## src/rtl/wb_ctrl_pkg.sv

```systemverilog
// Shared constants for the writeback controller: enable levels, default widths, x0 address.
package wb_ctrl_pkg;
  localparam logic ENABLE     = 1'b1;
  localparam logic DISABLE    = 1'b0;
  localparam int   DATA_W_DEF = 32;
  localparam int   ADDR_W_DEF = 5;
  localparam int   DEPTH_DEF  = 4;
  localparam logic [ADDR_W_DEF-1:0] X0_ADDR = '0;
endpackage

```

## src/rtl/wb_fifo.sv

```systemverilog
// Pending-result circular buffer: 0-2 pushes and 0-1 pop per cycle, entries exposed flat.
// Latency: a push is visible on the entry outputs the cycle after; caller guarantees no overflow.
module wb_fifo
  import wb_ctrl_pkg::*;
#(
  parameter int DATA_W = DATA_W_DEF,
  parameter int ADDR_W = ADDR_W_DEF,
  parameter int DEPTH  = DEPTH_DEF
) (
  input  logic                       clk,
  input  logic                       rst_n,
  input  logic                       push0,
  input  logic [ADDR_W-1:0]          push0_rd,
  input  logic [DATA_W-1:0]          push0_dat,
  input  logic                       push1,
  input  logic [ADDR_W-1:0]          push1_rd,
  input  logic [DATA_W-1:0]          push1_dat,
  input  logic                       pop,
  output logic [$clog2(DEPTH):0]     cnt,
  output logic [$clog2(DEPTH)-1:0]   head,
  output logic [$clog2(DEPTH)-1:0]   tail,
  output logic [DEPTH-1:0]           ent_vld,
  output logic [DEPTH*ADDR_W-1:0]    ent_rd,
  output logic [DEPTH*DATA_W-1:0]    ent_dat
);
  localparam int PW = $clog2(DEPTH);
  localparam int CW = PW + 1;

  logic [ADDR_W-1:0] rd_q  [DEPTH];
  logic [DATA_W-1:0] dat_q [DEPTH];
  logic [DEPTH-1:0]  vld_q;
  logic [PW-1:0]     head_q, tail_q, tail1;
  logic [CW-1:0]     cnt_q;

  // the second push lands behind the first only if the first actually happened
  assign tail1 = tail_q + PW'(push0);

  always_ff @(posedge clk) begin
    if (!rst_n) begin
      head_q <= '0;
      tail_q <= '0;
      cnt_q  <= '0;
      vld_q  <= '0;
    end else begin
      if (pop) begin
        vld_q[head_q] <= DISABLE;
        head_q        <= head_q + PW'(1);
      end
      if (push0) vld_q[tail_q] <= ENABLE;
      if (push1) vld_q[tail1]  <= ENABLE;
      tail_q <= tail_q + PW'(push0) + PW'(push1);
      cnt_q  <= cnt_q + CW'(push0) + CW'(push1) - CW'(pop);
    end
  end

  always_ff @(posedge clk) begin
    if (push0) begin
      rd_q[tail_q]  <= push0_rd;
      dat_q[tail_q] <= push0_dat;
    end
    if (push1) begin
      rd_q[tail1]  <= push1_rd;
      dat_q[tail1] <= push1_dat;
    end
  end

  for (genvar i = 0; i < DEPTH; i++) begin : g_flat
    assign ent_rd[i*ADDR_W +: ADDR_W]  = rd_q[i];
    assign ent_dat[i*DATA_W +: DATA_W] = dat_q[i];
  end

  assign ent_vld = vld_q;
  assign cnt     = cnt_q;
  assign head    = head_q;
  assign tail    = tail_q;
endmodule

```

## src/rtl/wb_ctrl.sv

```systemverilog
// Writeback controller: queues ALU/load results and commits one per cycle, forwarding pending values.
// Latency: accept at N, wren high after N+1; readies come from the registered count with no pop credit.
module wb_ctrl
  import wb_ctrl_pkg::*;
#(
  parameter int DATA_W = DATA_W_DEF,
  parameter int ADDR_W = ADDR_W_DEF,
  parameter int DEPTH  = DEPTH_DEF
) (
  input  logic              clk,
  input  logic              rst_n,
  input  logic              mem_valid,
  output logic              mem_ready,
  input  logic [ADDR_W-1:0] mem_rd,
  input  logic [DATA_W-1:0] mem_data,
  input  logic              alu_valid,
  output logic              alu_ready,
  input  logic [ADDR_W-1:0] alu_rd,
  input  logic [DATA_W-1:0] alu_data,
  output logic              wren,
  output logic [ADDR_W-1:0] rd_addr,
  output logic [DATA_W-1:0] r_data,
  input  logic [ADDR_W-1:0] byp_addr1,
  input  logic [ADDR_W-1:0] byp_addr2,
  output logic              byp_hit1,
  output logic              byp_hit2,
  output logic [DATA_W-1:0] byp_data1,
  output logic [DATA_W-1:0] byp_data2,
  output logic              busy
);
  localparam int PW = $clog2(DEPTH);
  localparam int CW = PW + 1;
  localparam logic [CW-1:0]     LIM1 = CW'(DEPTH - 1);
  localparam logic [CW-1:0]     LIM2 = CW'(DEPTH - 2);
  localparam logic [ADDR_W-1:0] X0   = ADDR_W'(X0_ADDR);

  logic [CW-1:0]          cnt;
  logic [PW-1:0]          head, tail;
  logic [DEPTH-1:0]       ent_vld;
  logic [DEPTH*ADDR_W-1:0] ent_rd;
  logic [DEPTH*DATA_W-1:0] ent_dat;
  logic                   push_mem, push_alu, pop;

  assign mem_ready = rst_n && (cnt <= LIM1);
  assign alu_ready = rst_n && (mem_valid ? (cnt <= LIM2) : (cnt <= LIM1));

  // x0 results complete the handshake but never occupy a slot
  assign push_mem = mem_valid && mem_ready && (mem_rd != X0);
  assign push_alu = alu_valid && alu_ready && (alu_rd != X0);
  assign pop      = (cnt != '0);

  wb_fifo #(.DATA_W(DATA_W), .ADDR_W(ADDR_W), .DEPTH(DEPTH)) u_fifo (
    .clk       (clk),
    .rst_n     (rst_n),
    .push0     (push_mem),
    .push0_rd  (mem_rd),
    .push0_dat (mem_data),
    .push1     (push_alu),
    .push1_rd  (alu_rd),
    .push1_dat (alu_data),
    .pop       (pop),
    .cnt       (cnt),
    .head      (head),
    .tail      (tail),
    .ent_vld   (ent_vld),
    .ent_rd    (ent_rd),
    .ent_dat   (ent_dat)
  );

  always_ff @(posedge clk) begin
    if (!rst_n) begin
      wren    <= DISABLE;
      rd_addr <= '0;
      r_data  <= '0;
    end else begin
      wren <= pop;
      if (pop) begin
        rd_addr <= ent_rd[head*ADDR_W +: ADDR_W];
        r_data  <= ent_dat[head*DATA_W +: DATA_W];
      end
    end
  end

  assign busy = pop || wren;

  // Output register is the oldest candidate; buffer slots are then scanned oldest to youngest
  // so the youngest match overrides everything before it.
  function automatic logic [DATA_W:0] byp_search(
    input logic [ADDR_W-1:0]       a,
    input logic [DEPTH-1:0]        vld,
    input logic [DEPTH*ADDR_W-1:0] rds,
    input logic [DEPTH*DATA_W-1:0] dats,
    input logic [PW-1:0]           tl,
    input logic                    wr,
    input logic [ADDR_W-1:0]       wa,
    input logic [DATA_W-1:0]       wd
  );
    logic [PW-1:0] idx;
    byp_search = '0;
    if (a != X0) begin
      if (wr && (wa == a)) byp_search = {ENABLE, wd};
      for (int i = DEPTH - 1; i >= 0; i--) begin
        idx = tl - PW'(i + 1);
        if (vld[idx] && (rds[idx*ADDR_W +: ADDR_W] == a))
          byp_search = {ENABLE, dats[idx*DATA_W +: DATA_W]};
      end
    end
  endfunction

  assign {byp_hit1, byp_data1} = byp_search(byp_addr1, ent_vld, ent_rd, ent_dat, tail, wren, rd_addr, r_data);
  assign {byp_hit2, byp_data2} = byp_search(byp_addr2, ent_vld, ent_rd, ent_dat, tail, wren, rd_addr, r_data);
endmodule

```

## config.mk

```make
export PLATFORM = sky130hd
export DESIGN_NAME = wb_ctrl
export DESIGN_NICKNAME = d
export VERILOG_FILES = /design/src/rtl/wb_ctrl_pkg.sv /design/src/rtl/wb_fifo.sv /design/src/rtl/wb_ctrl.sv
export SDC_FILE = /design/constraint.sdc
export NUM_CORES = 1
export LEC_CHECK = 0
export BUFFER_PORTS_ARGS = -buffer_cell sky130_fd_sc_hd__buf_2
export CAP_MARGIN = 20
export CELL_PAD_IN_SITES_DETAIL_PLACEMENT = 1
export CELL_PAD_IN_SITES_GLOBAL_PLACEMENT = 2
export CORE_MARGIN = 2
export CORE_UTILIZATION = 41
export CTS_BUF_LIST = sky130_fd_sc_hd__clkbuf_4 sky130_fd_sc_hd__clkbuf_8 sky130_fd_sc_hd__clkbuf_16
export DETAILED_ROUTE_END_ITERATION = 16
export GPL_TIMING_DRIVEN = 0
export PLACE_DENSITY = 0.8
export SKIP_LAST_GASP = 1
export SLEW_MARGIN = 20
export SYNTH_ARGS = -nofsm -noshare
export SYNTH_HDL_FRONTEND = slang
export SYNTH_SLANG_ARGS = --single-unit
```

## constraint.sdc

```tcl
create_clock -name clk -period 7.3 [get_ports clk]
set_input_delay 1.46 -clock clk [delete_from_list [all_inputs] [get_ports clk]]
set_output_delay 1.46 -clock clk [all_outputs]
set_load 0.01 [all_outputs]
```

Word-level counts from Yosys, hierarchy flattened. Memories as Yosys holds them, arrays and structs flattened. Cells that the tools add are included.

Flip-flop bits (word level): 49. Memory bits (writable): 148. Bits of input ports: 88. Output and inout port bits: 107. Word-level logic and storage cells: 119. Memories kept: 2.

Memories: u_fifo.dat_q (depth 4, width 32, rd ports 4, clocked after Yosys merged registers in 0, write ports 2, RTL line wb_fifo.sv:30) `logic [DATA_W-1:0] dat_q [DEPTH];`; u_fifo.rd_q (depth 4, width 5, rd ports 4, clocked after Yosys merged registers in 0, write ports 2, RTL line wb_fifo.sv:29) `logic [ADDR_W-1:0] rd_q [DEPTH];`.

Add/subtract/negate cells: 9. Multiply operators: 5. Magnitude comparators: 11. Equality and inequality tests: 10. Shift operators: 10. Mux-type cells: 36. Bitwise gates (word level): 4. Reductions and logical operators: 25.

Operators by type and width (number): 128-bit by 8-bit variable part select with 32-bit output (5); 33-bit two-way mux (12); 20-bit by 6-bit variable part select with 5-bit output (5); 5-bit equality test (10); 2-bit by 3-bit multiplier with 5-bit output, second input constant (5); 4-bit two-way mux (5); 5-bit nonzero test (4); 1-bit logical AND (19); 2-bit by 3-bit < comparator with 1-bit output, second input constant (6); 1-bit two-way mux (12); 1-bit binary-select mux with 2-bit select (4); 4-bit OR (2); 3-bit by 1-bit adder with 3-bit output (2); 1-bit demux with 2-bit select (3); 2-bit by 1-bit greater-or-equal comparator with 1-bit output, second input constant (3); 3-bit by 2-bit less-or-equal comparator with 1-bit output, second input constant (2); 2-bit by 1-bit adder with 2-bit output (2); 4-bit bitwise AND (1); 4-bit NOT (1); 2-bit subtractor, second input constant (2); 3-bit nonzero test (1); 3-bit by 1-bit subtractor with 3-bit output (1); 2-bit by 1-bit adder with 2-bit output, second input constant (1); 2-bit by 1-bit subtractor with 2-bit output, second input constant (1); 1-bit logical OR (1).

Depth between registers and ports, before layout. Gate-level depths: netlist of run 1.

Depth after elaboration: 13. Depth in mapped cells: 20.

Modules after synthesis. From an unflattened synthesis of run 1, not the netlist that was laid out.

Cell total of the unflattened synthesis: 1594. Area total of the unflattened synthesis: 16679.7 um2.

By module, submodules not included: wb_ctrl (times used 1, cells each 1215, area an instance 9801.9 um2, seq. area each 760.7 um2); wb_fifo (times used 1, cells each 379, area an instance 6877.8 um2, seq. area each 4664.5 um2).

Worst setup path after synthesis of run 1. OpenSTA, ideal clock, no wires.

Path kind: register to output. From: reg u_fifo.tail_q[0] (netlist: u_fifo.tail[0]). To: out byp_data1[11]. Data arrival time: 4.415 ns. Data required time: 5.840 ns. Path slack: 1.425 ns. Stages on the path, launching flop included: 20. Path through: dfxtp_1 buf_6 buf_8 buf_6 buf_4 buf_2 buf_4 buf_2 inv_1 ha_1 buf_2 buf_4 mux4_2 xnor2_1 nand4_1 or2_1 clkbuf_1 buf_2 o31ai_1 nor4_1.

Longest elaborated chain between the ends: 9. Elaborated cells between the ends (all ways): 36. Classes of those cells: add/sub (3); mul (4); eq/ne (4); shift (8); mux (13); reduce/logical (4).

RTL lines: start, declared (RTL line wb_fifo.sv:32) `logic [PW-1:0] head_q, tail_q, tail1;`; start signal, assigned (RTL line wb_fifo.sv:51) `tail_q <= tail_q + PW'(push0) + PW'(push1);`; 2-bit subtractor / 2-bit by 3-bit multiplier with 5-bit output (equally long branches) (RTL line wb_ctrl.sv:103, wb_ctrl.sv:104); 2-bit by 3-bit multiplier with 5-bit output / 20-bit by 6-bit variable part select with 5-bit output (equally long branches) (RTL line wb_ctrl.sv:104) `if (vld[idx] && (rds[idx*ADDR_W +: ADDR_W] == a))`; 20-bit by 6-bit variable part select with 5-bit output / 5-bit equality test (equally long branches) (RTL line wb_ctrl.sv:104); 5-bit equality test / 1-bit logical AND (equally long branches) (RTL line wb_ctrl.sv:104); 1-bit logical AND / 33-bit two-way mux (equally long branches) (RTL line wb_ctrl.sv:104); 33-bit two-way mux (2 in a row) (RTL line wb_ctrl.sv:104); 33-bit two-way mux (*) (RTL line wb_ctrl.sv:104); 33-bit two-way mux (*) (RTL line wb_ctrl.sv:100) `if (a != X0) begin`; end, declared (RTL line wb_ctrl.sv:27) `output logic [DATA_W-1:0] byp_data1,`.

Every way passes the cells marked *; elsewhere a longest branch is shown, timed or not. The select of a mux whose other input is x is not followed.

Final worst setup path of run 1.
From: reg u_fifo.tail_q[0] (netlist: u_fifo.tail[0]). To: out byp_data2[29].

Longest elaborated chain between the ends: 9. Elaborated cells between the ends (all ways): 36. Classes of those cells: add/sub (3); mul (4); eq/ne (4); shift (8); mux (13); reduce/logical (4).

RTL lines: 2-bit subtractor / 2-bit by 3-bit multiplier with 5-bit output (equally long branches) (RTL line wb_ctrl.sv:103, wb_ctrl.sv:104); 2-bit by 3-bit multiplier with 5-bit output / 20-bit by 6-bit variable part select with 5-bit output (equally long branches) (RTL line wb_ctrl.sv:104); 20-bit by 6-bit variable part select with 5-bit output / 5-bit equality test (equally long branches) (RTL line wb_ctrl.sv:104); 5-bit equality test / 1-bit logical AND (equally long branches) (RTL line wb_ctrl.sv:104); 1-bit logical AND / 33-bit two-way mux (equally long branches) (RTL line wb_ctrl.sv:104); 33-bit two-way mux (2 in a row) (RTL line wb_ctrl.sv:104); 33-bit two-way mux (*) (RTL line wb_ctrl.sv:104); 33-bit two-way mux (*) (RTL line wb_ctrl.sv:100); end, declared (RTL line wb_ctrl.sv:28) `output logic [DATA_W-1:0] byp_data2,`.

Marked as above.

==> flow_summary.json, run 1 <==
{
  "clkSlewWorstSetupHoldPaths_ns": 0.08,
  "fp.dieH_um": 203,
  "grt_pass1_wl_mm": 102,
  "fin_crit_ns": 7.11,
  "drc": 0,
  "reg2reg_depth": 10,
  "finClkSkew_ns": 0.0151,
  "cts_buffer_depth": 2,
  "htreeDepth": 4,
  "vdd_drop_max_mv": 0.192,
  "multi_input_comb_area_um2": 10300,
  "tightest_slew_ns": 1.30,
  "cellPowerDensity_nw_per_um2": 321,
  "drive_gt1_share_pct": 45.1,
  "crit_end": "byp_data2[29]",
  "route.detailed.wl_per_inst_um": 34.8,
  "async_reset_ff_share_pct": 0,
  "grt_max_degree": 31,
  "yosys_warnings": 0,
  "tritoncts": "built",
  "synth-edff-count": 148,
  "via_per_inst": 7.14,
  "seq_area_um2": 5430,
  "crit_start": "u_fifo.tail[0]$_SDFF_PN0_",
  "path_cells": "buf_6 > buf_8 > buf_8 > buf_6 > buf_6 > buf_4 > inv_1 > ha_1 > buf_2 > buf_4 > mux4_2 > xnor2_1 > nand4_1 > nor2_4 > clkbuf_2 > a221oi_1 > o31ai_1 > buf_2",
  "cp_data_arrival_time_ns": 5.65,
  "hold_class": "flop to flop",
  "cp_common_cell": "buf_6",
  "grtUsageTotal_pct": 34.5,
  "synthFlopType": "edfxtp_1",
  "numCtsBuffers": 17,
  "seq_area_frac_synth_pct": 33.5,
  "ios": 195,
  "initial_core_util_pct": 41.7,
  "netlist_area_um2": 16200,
  "rrSetupSlack_ns": 3.02,
  "grt_pass1_vias": 14742,
  "ant_nets": 0,
  "antenna_found_initial": 1,
  "num_vias": 14535,
  "synth_nets": 1398,
  "cts_sinks": 197,
  "yosysUniqueCellTypes": 63,
  "path_max_fanout": 19,
  "drt_iter0_markers": 1781,
  "cp-start-kind": "flop",
  "dpl.hpwl_mm": 50.0,
  "relSlewSlack_pct": 13.3,
  "crit_required_ns": 5.84,
  "cp-end-kind": "output pin",
  "status": "finished clean",
  "final_cell_mix": "buf_2, mux4_2, mux2_2, edfxtp_1, nand2_1",
  "drtPass1Iterations": 5,
  "postSynthCellCount": 1295,
  "rsz0062_at_grt": "no",
  "timing.rr.start": "u_fifo.cnt[2]$_SDFF_PN0_",
  "maxCapViolations": 0,
  "max_freq_ghz": 0.141,
  "setup-violations-final": 0,
  "ys_ff_latch": 197,
  "gp_congestion": 0.913,
  "clock_latency_ns": 0.49,
  "num_rows": 72,
  "port_buffers": 184,
  "dieArea_um2": 41100,
  "crit_type": "flop to output pin",
  "p_leak_nw": 6.61,
  "nets": 1608,
  "crit_path_top_delay_cell": "mux4_2",
  "dieWidth_um": 203,
  "syn_to_final_growth_pct": 15.9,
  "core_area_um2": 38800,
  "max_stage_delay_ns": 0.57,
  "diodes": 0,
  "tns_ns": 0,
  "drv_slew": 0,
  "rr_endpoint": "u_fifo.dat_q[2][17]$_DFFE_PP_",
  "fill_cells": 4116,
  "cts-root-buf": "clkbuf_16",
  "routed_wl_mm": 70.8,
  "finalHoldViolCount": 0,
  "holdWs_ns": 0.496,
  "gr-total-overflow": 0,
  "synth_area_per_cell_um2": 12.5,
  "period_share_pct": 97.4,
  "final_common_cell": "buf_2"
}
-- synth_stat cells (all sizes together) (2+ instances only) --
| cell type | number | area, um^2 |
|---|---|---|
| o21a | 2 | 15.0 |
| o2111ai | 17 | 149 |
| a2111oi | 8 | 88.8 |
| nand4 | 6 | 58.8 |
| edfxtp | 148 | 4440 |
| dfxtp | 49 | 981 |
| o21ai | 4 | 20.0 |
| and2 | 8 | 50.1 |
| or2 | 5 | 31.3 |
| a31oi | 2 | 12.5 |
| inv | 10 | 37.5 |
| nand3b | 3 | 22.5 |
| nand3 | 22 | 110 |
| o211a | 28 | 280 |
| a311o | 2 | 20.0 |
| clkbuf | 83 | 312 |
| or4 | 2 | 15.0 |
| o32ai | 5 | 43.8 |
| ha | 13 | 163 |
| mux4 | 186 | 4190 |
| o211ai | 2 | 15.0 |
| a221oi | 32 | 280 |
| xor2 | 20 | 175 |
| nor4 | 12 | 90.1 |
| nand2b | 2 | 12.5 |
| xnor2 | 35 | 344 |
| buf | 61 | 355 |
| o31ai | 47 | 353 |
| mux2i | 3 | 30.0 |
| mux2 | 152 | 1710 |
| and3 | 3 | 18.8 |
| nor3 | 14 | 75.1 |
| fa | 2 | 40.0 |
| o311a | 16 | 160 |
| a21boi | 2 | 15.0 |
| nor2 | 54 | 205 |
| a21oi | 52 | 264 |
| and4bb | 2 | 25.0 |
| a32oi | 32 | 280 |
| a211oi | 6 | 45.0 |
| or3 | 24 | 150 |
| nand2 | 112 | 423 |
-- registers in the layout, summed over array words and instances (netlist names) --
name,count
u_fifo.dat_q,128
wren,1
u_fifo.head,2
rd_addr,5
u_fifo.ent_vld,4
u_fifo.rd_q,20
r_data,32
u_fifo.cnt,3
u_fifo.tail,2
-- cell type report --
class,instances,share of cell area [%]
Multi-Input combinational cell,943,54.6
Sequential cell,197,28.9
Timing Repair Buffer,195,5.70
Buffer,140,3.76
Tap cell,518,3.45
Clock buffer,18,2.34
Clock inverter,14,0.980
Inverter,11,0.220
-- critical path, delay by kind of cell, from the launching register on --
kind / cells / cell delay (ns)
AO/OA/AOI/OAI: 2 / 0.58
XOR/XNOR: 1 / 0.17
flip-flops: 1 / 0.42
multiplexers: 1 / 0.57
buffers and inverters: 11 / 2.60
adder cells (fa/ha/maj): 1 / 0.30
AND/OR/NAND/NOR: 2 / 0.49
-- worst min-delay path by stage --
stage,start,endpoint,slack [ns],cells after the start
2_1_floorplan,u_fifo.ent_vld[3]$_SDFF_PN0_,u_fifo.ent_vld[3]$_SDFF_PN0_,0.48,2
3_3_place_gp,r_data[3]$_SDFFE_PN0N_,r_data[3]$_SDFFE_PN0N_,0.48,2
3_5_place_dp,r_data[5]$_SDFFE_PN0N_,r_data[5]$_SDFFE_PN0N_,0.49,2
4_1_cts,r_data[5]$_SDFFE_PN0N_,r_data[5]$_SDFFE_PN0N_,0.50,2
5_1_grt,r_data[3]$_SDFFE_PN0N_,r_data[3]$_SDFFE_PN0N_,0.53,2
6_report,r_data[5]$_SDFFE_PN0N_,r_data[5]$_SDFFE_PN0N_,0.50,2
-- cells by family (layout without fill, tap and decap cells) --
family	count (synthesis)	in the layout	synth area share, %
multiplexers	341	341	36.6
buffers and inverters	155	378	4.37
flip-flops	197	197	33.5
AO/OA/AOI/OAI	261	261	13.0
AND/OR/NAND/NOR	271	271	8.07
adder cells (fa/ha/maj)	15	15	1.25
XOR/XNOR	55	55	3.21
-- layer usage --
layer  vias up  global-route usage [%]  part of all wire (%)
met2      1065                    54.6                    47
met4         2                    16.5                   4.7
met1      7495                    44.6                    38
met5         -                       0                 0.018
met3       209                    8.46                    11
li1       5764                       -                     -
-- per-stage QoR --
stage          util, %  cell area (um^2)  instances  power, mW  setup WS [ns]
2_1_floorplan        -             16200       1295       3.76           1.42
3_3_place_gp      45.7             17800       1997       4.80         -0.749
3_5_place_dp      46.1             17900       2003       4.88         -0.663
4_1_cts           48.2             18700       2036       5.95        0.00271
5_1_grt           48.3             18800       2036       6.24        0.00254
6_report          48.3             18800       2036       6.02          0.193
-- timing repair --
item | CTS | global route
gates resized for setup | 51 | 15
buffers inserted | 4 | 0
hold buffers | 0 | 0
endpoints found under the setup margin | 66 | 65
pin swaps | 3 | 3
-- power breakdown --
group | total [mW] | leakage (nW) | internal, mW | switching [mW]
Clock | 1.05 | 0.302 | 0.579 | 0.468
Sequential | 1.74 | 1.75 | 1.45 | 0.287
Combinational | 3.23 | 4.56 | 1.40 | 1.83
Total | 6.02 | 6.61 | 3.43 | 2.59
(Power assumes the default switching activity.)
==> inputs of run 2 (changes only) <==
==> constraint.sdc (replaced) <==
create_clock -name clk -period 7.8 [get_ports clk]
set_input_delay 1.56 -clock clk [delete_from_list [all_inputs] [get_ports clk]]
set_output_delay 1.56 -clock clk [all_outputs]
set_load 0.01 [all_outputs]
==> run 2 against run 1 <==
Against the previous run: sequential share of layout area increased by 0.19 points; sequential power shrank 6%; sequential cell count did not move; final area fell by 0.64%; via count decreased by 0.60%; clock power shrank 7%; hold slack gained 0.0028 ns; power decreased by 6.8%; final cell count decreased by 0.15%; largest power group unchanged; highest routed layer unchanged.
==> flow_summary.json, run 2 (same netlist as run 1, synthesis figures left out) <==
{
  "dpl.hpwl_mm": 50.0,
  "core_area_um2": 38800,
  "htreeDepth": 4,
  "drc": 0,
  "power.total_mw": 5.61,
  "tightest_slew_ns": 1.30,
  "tns_ns": 0,
  "cellPowerDensity_nw_per_um2": 301,
  "biggestRegsByFlops": "u_fifo.dat_q (128), r_data (32), u_fifo.rd_q (20)",
  "final_cells": 2033,
  "syn_to_final_growth_pct": 15.2,
  "drtPass1Iterations": 6,
  "drv_slew": 0,
  "clock_latency_ns": 0.49,
  "maxCapViolations": 0,
  "final_area_um2": 18700,
  "final_common_cell": "buf_2",
  "largest_register_ff_count": 128,
  "fin_crit_ns": 7.55,
  "antenna_found_initial": 2,
  "rrSetupSlack_ns": 3.52,
  "status": "finished clean",
  "cts_buffer_depth": 2,
  "path_cells": "buf_6 > buf_8 > buf_6 > buf_4 > buf_4 > buf_6 > inv_1 > ha_1 > buf_2 > buf_4 > mux4_2 > xnor2_1 > nand4_1 > nor2_1 > clkbuf_4 > a2111oi_0 > nor4_1 > buf_2",
  "dieArea_um2": 41100,
  "ios": 195,
  "grt_pass1_wl_mm": 102,
  "max_freq_ghz": 0.132,
  "crit_required_ns": 6.24,
  "numCtsBuffers": 17,
  "port_buffers": 184,
  "route.detailed.wl_per_inst_um": 34.6,
  "num_vias": 14448,
  "grtUsageTotal_pct": 34.4,
  "vdd_drop_max_mv": 0.183,
  "crit_path_top_delay_cell": "mux4_2",
  "fill_cells": 4128,
  "finalHoldViolCount": 0,
  "diodes": 0,
  "dpl.cell_count": 2003,
  "path_max_fanout": 19,
  "rsz0062_at_grt": "yes",
  "cp-start-kind": "flop",
  "cts-root-buf": "clkbuf_16",
  "period_share_pct": 96.8,
  "drt_iter0_markers": 1839,
  "final_cell_mix": "buf_2, mux4_2, mux2_2, edfxtp_1, nand2_1",
  "finClkSkew_ns": 0.0142,
  "routed_wl_mm": 70.4,
  "cp-end-kind": "output pin",
  "tritoncts": "built",
  "via_per_inst": 7.11,
  "drive_gt1_share_pct": 43.9,
  "hold_class": "flop to flop",
  "gp_congestion": 0.913,
  "dieWidth_um": 203,
  "largest-register": "u_fifo.dat_q",
  "ant_nets": 0,
  "holdWs_ns": 0.498,
  "crit_type": "flop to output pin",
  "setup-violations-final": 0,
  "relSlewSlack_pct": 13.1,
  "grt_max_degree": 31,
  "fp.dieH_um": 203,
  "cts_hold_buffers": 0,
  "grt_pass1_vias": 14684,
  "nets": 1605,
  "clkSlewWorstSetupHoldPaths_ns": 0.08,
  "initial_core_util_pct": 41.7,
  "max_stage_delay_ns": 0.57,
  "placed_cell_area_um2": 17900,
  "gr-total-overflow": 0,
  "cp_data_arrival_time_ns": 5.99,
  "p_leak_nw": 6.55,
  "cts_sinks": 197,
  "num_rows": 72
}
run 2: cell count changes in the layout (fill, tap and decap cells not counted), sizes merged:
cell and delta:
buf -6, clkbuf +3
run 2: path summary, 6_finish.rpt:
| kind | start | to | depth (start not counted) |
|---|---|---|---|
| max reg2reg | u_fifo.cnt[2]$_SDFF_PN0_ | u_fifo.dat_q[2][17]$_DFFE_PP_ | 10 |
| max | u_fifo.tail[0]$_SDFF_PN0_ | byp_data1[21] | 18 |
| min | r_data[5]$_SDFFE_PN0N_ | r_data[5]$_SDFFE_PN0N_ | 2 |
| min reg2reg | r_data[5]$_SDFFE_PN0N_ | r_data[5]$_SDFFE_PN0N_ | 2 |
run 2: power breakdown:
| group | internal, mW | switching (mW) | total (mW) |
|---|---|---|---|
| combinational | 1.30 | 1.70 | 3.00 |
| sequential | 1.36 | 0.270 | 1.63 |
| clock | 0.542 | 0.436 | 0.978 |
| total | 3.20 | 2.41 | 5.61 |
run 2: cell type report:
type | instances | area, um^2 | area share (%)
clock buffers | 18 | 439 | 2.35
inverters | 11 | 41.3 | 0.221
multi-input cells | 943 | 10200 | 54.6
well taps | 518 | 648 | 3.48
repair buffers | 191 | 1040 | 5.55
plain buffers | 141 | 688 | 3.69
flip-flops and latches | 197 | 5430 | 29.1
clock inverters | 14 | 184 | 0.986
run 2: metal layers:
| layer | global-route usage [%] | vias up | wire length, um |
|---|---|---|---|
| met5 | 0 | - | 21 |
| met4 | 16.0 | 4 | 3330 |
| met3 | 8.07 | 222 | 7540 |
| met2 | 54.9 | 1020 | 33000 |
| met1 | 44.6 | 7435 | 26600 |
| li1 | - | 5767 | - |
run 2: what timing repair did:
item / CTS / global route
endpoints found under the hold margin: 0 / 0
gates resized for setup: 30 / 3
endpoints found under the setup margin: 65 / 39
setup buffers: 1 / 0
pin swaps: 1 / 0
run 2: critical path, delay by kind of cell, from the launching register on:
kind	cells	cell delay, ns
fa+ha+maj	1	0.30
compound gates	1	0.11
flops	1	0.43
simple gates	3	1.11
mux	1	0.57
buf+inv	11	2.76
xor+xnor	1	0.19
run 2: metrics by stage:
step | setup WS, ns | util [%]
final | 0.246 | 48.0
after global routing | -0.00116 | 48.0
after CTS | 0.197 | 48.0
after detailed placement | -0.263 | 46.1
after global placement | -0.349 | 45.7
after floorplan | 1.82 | -
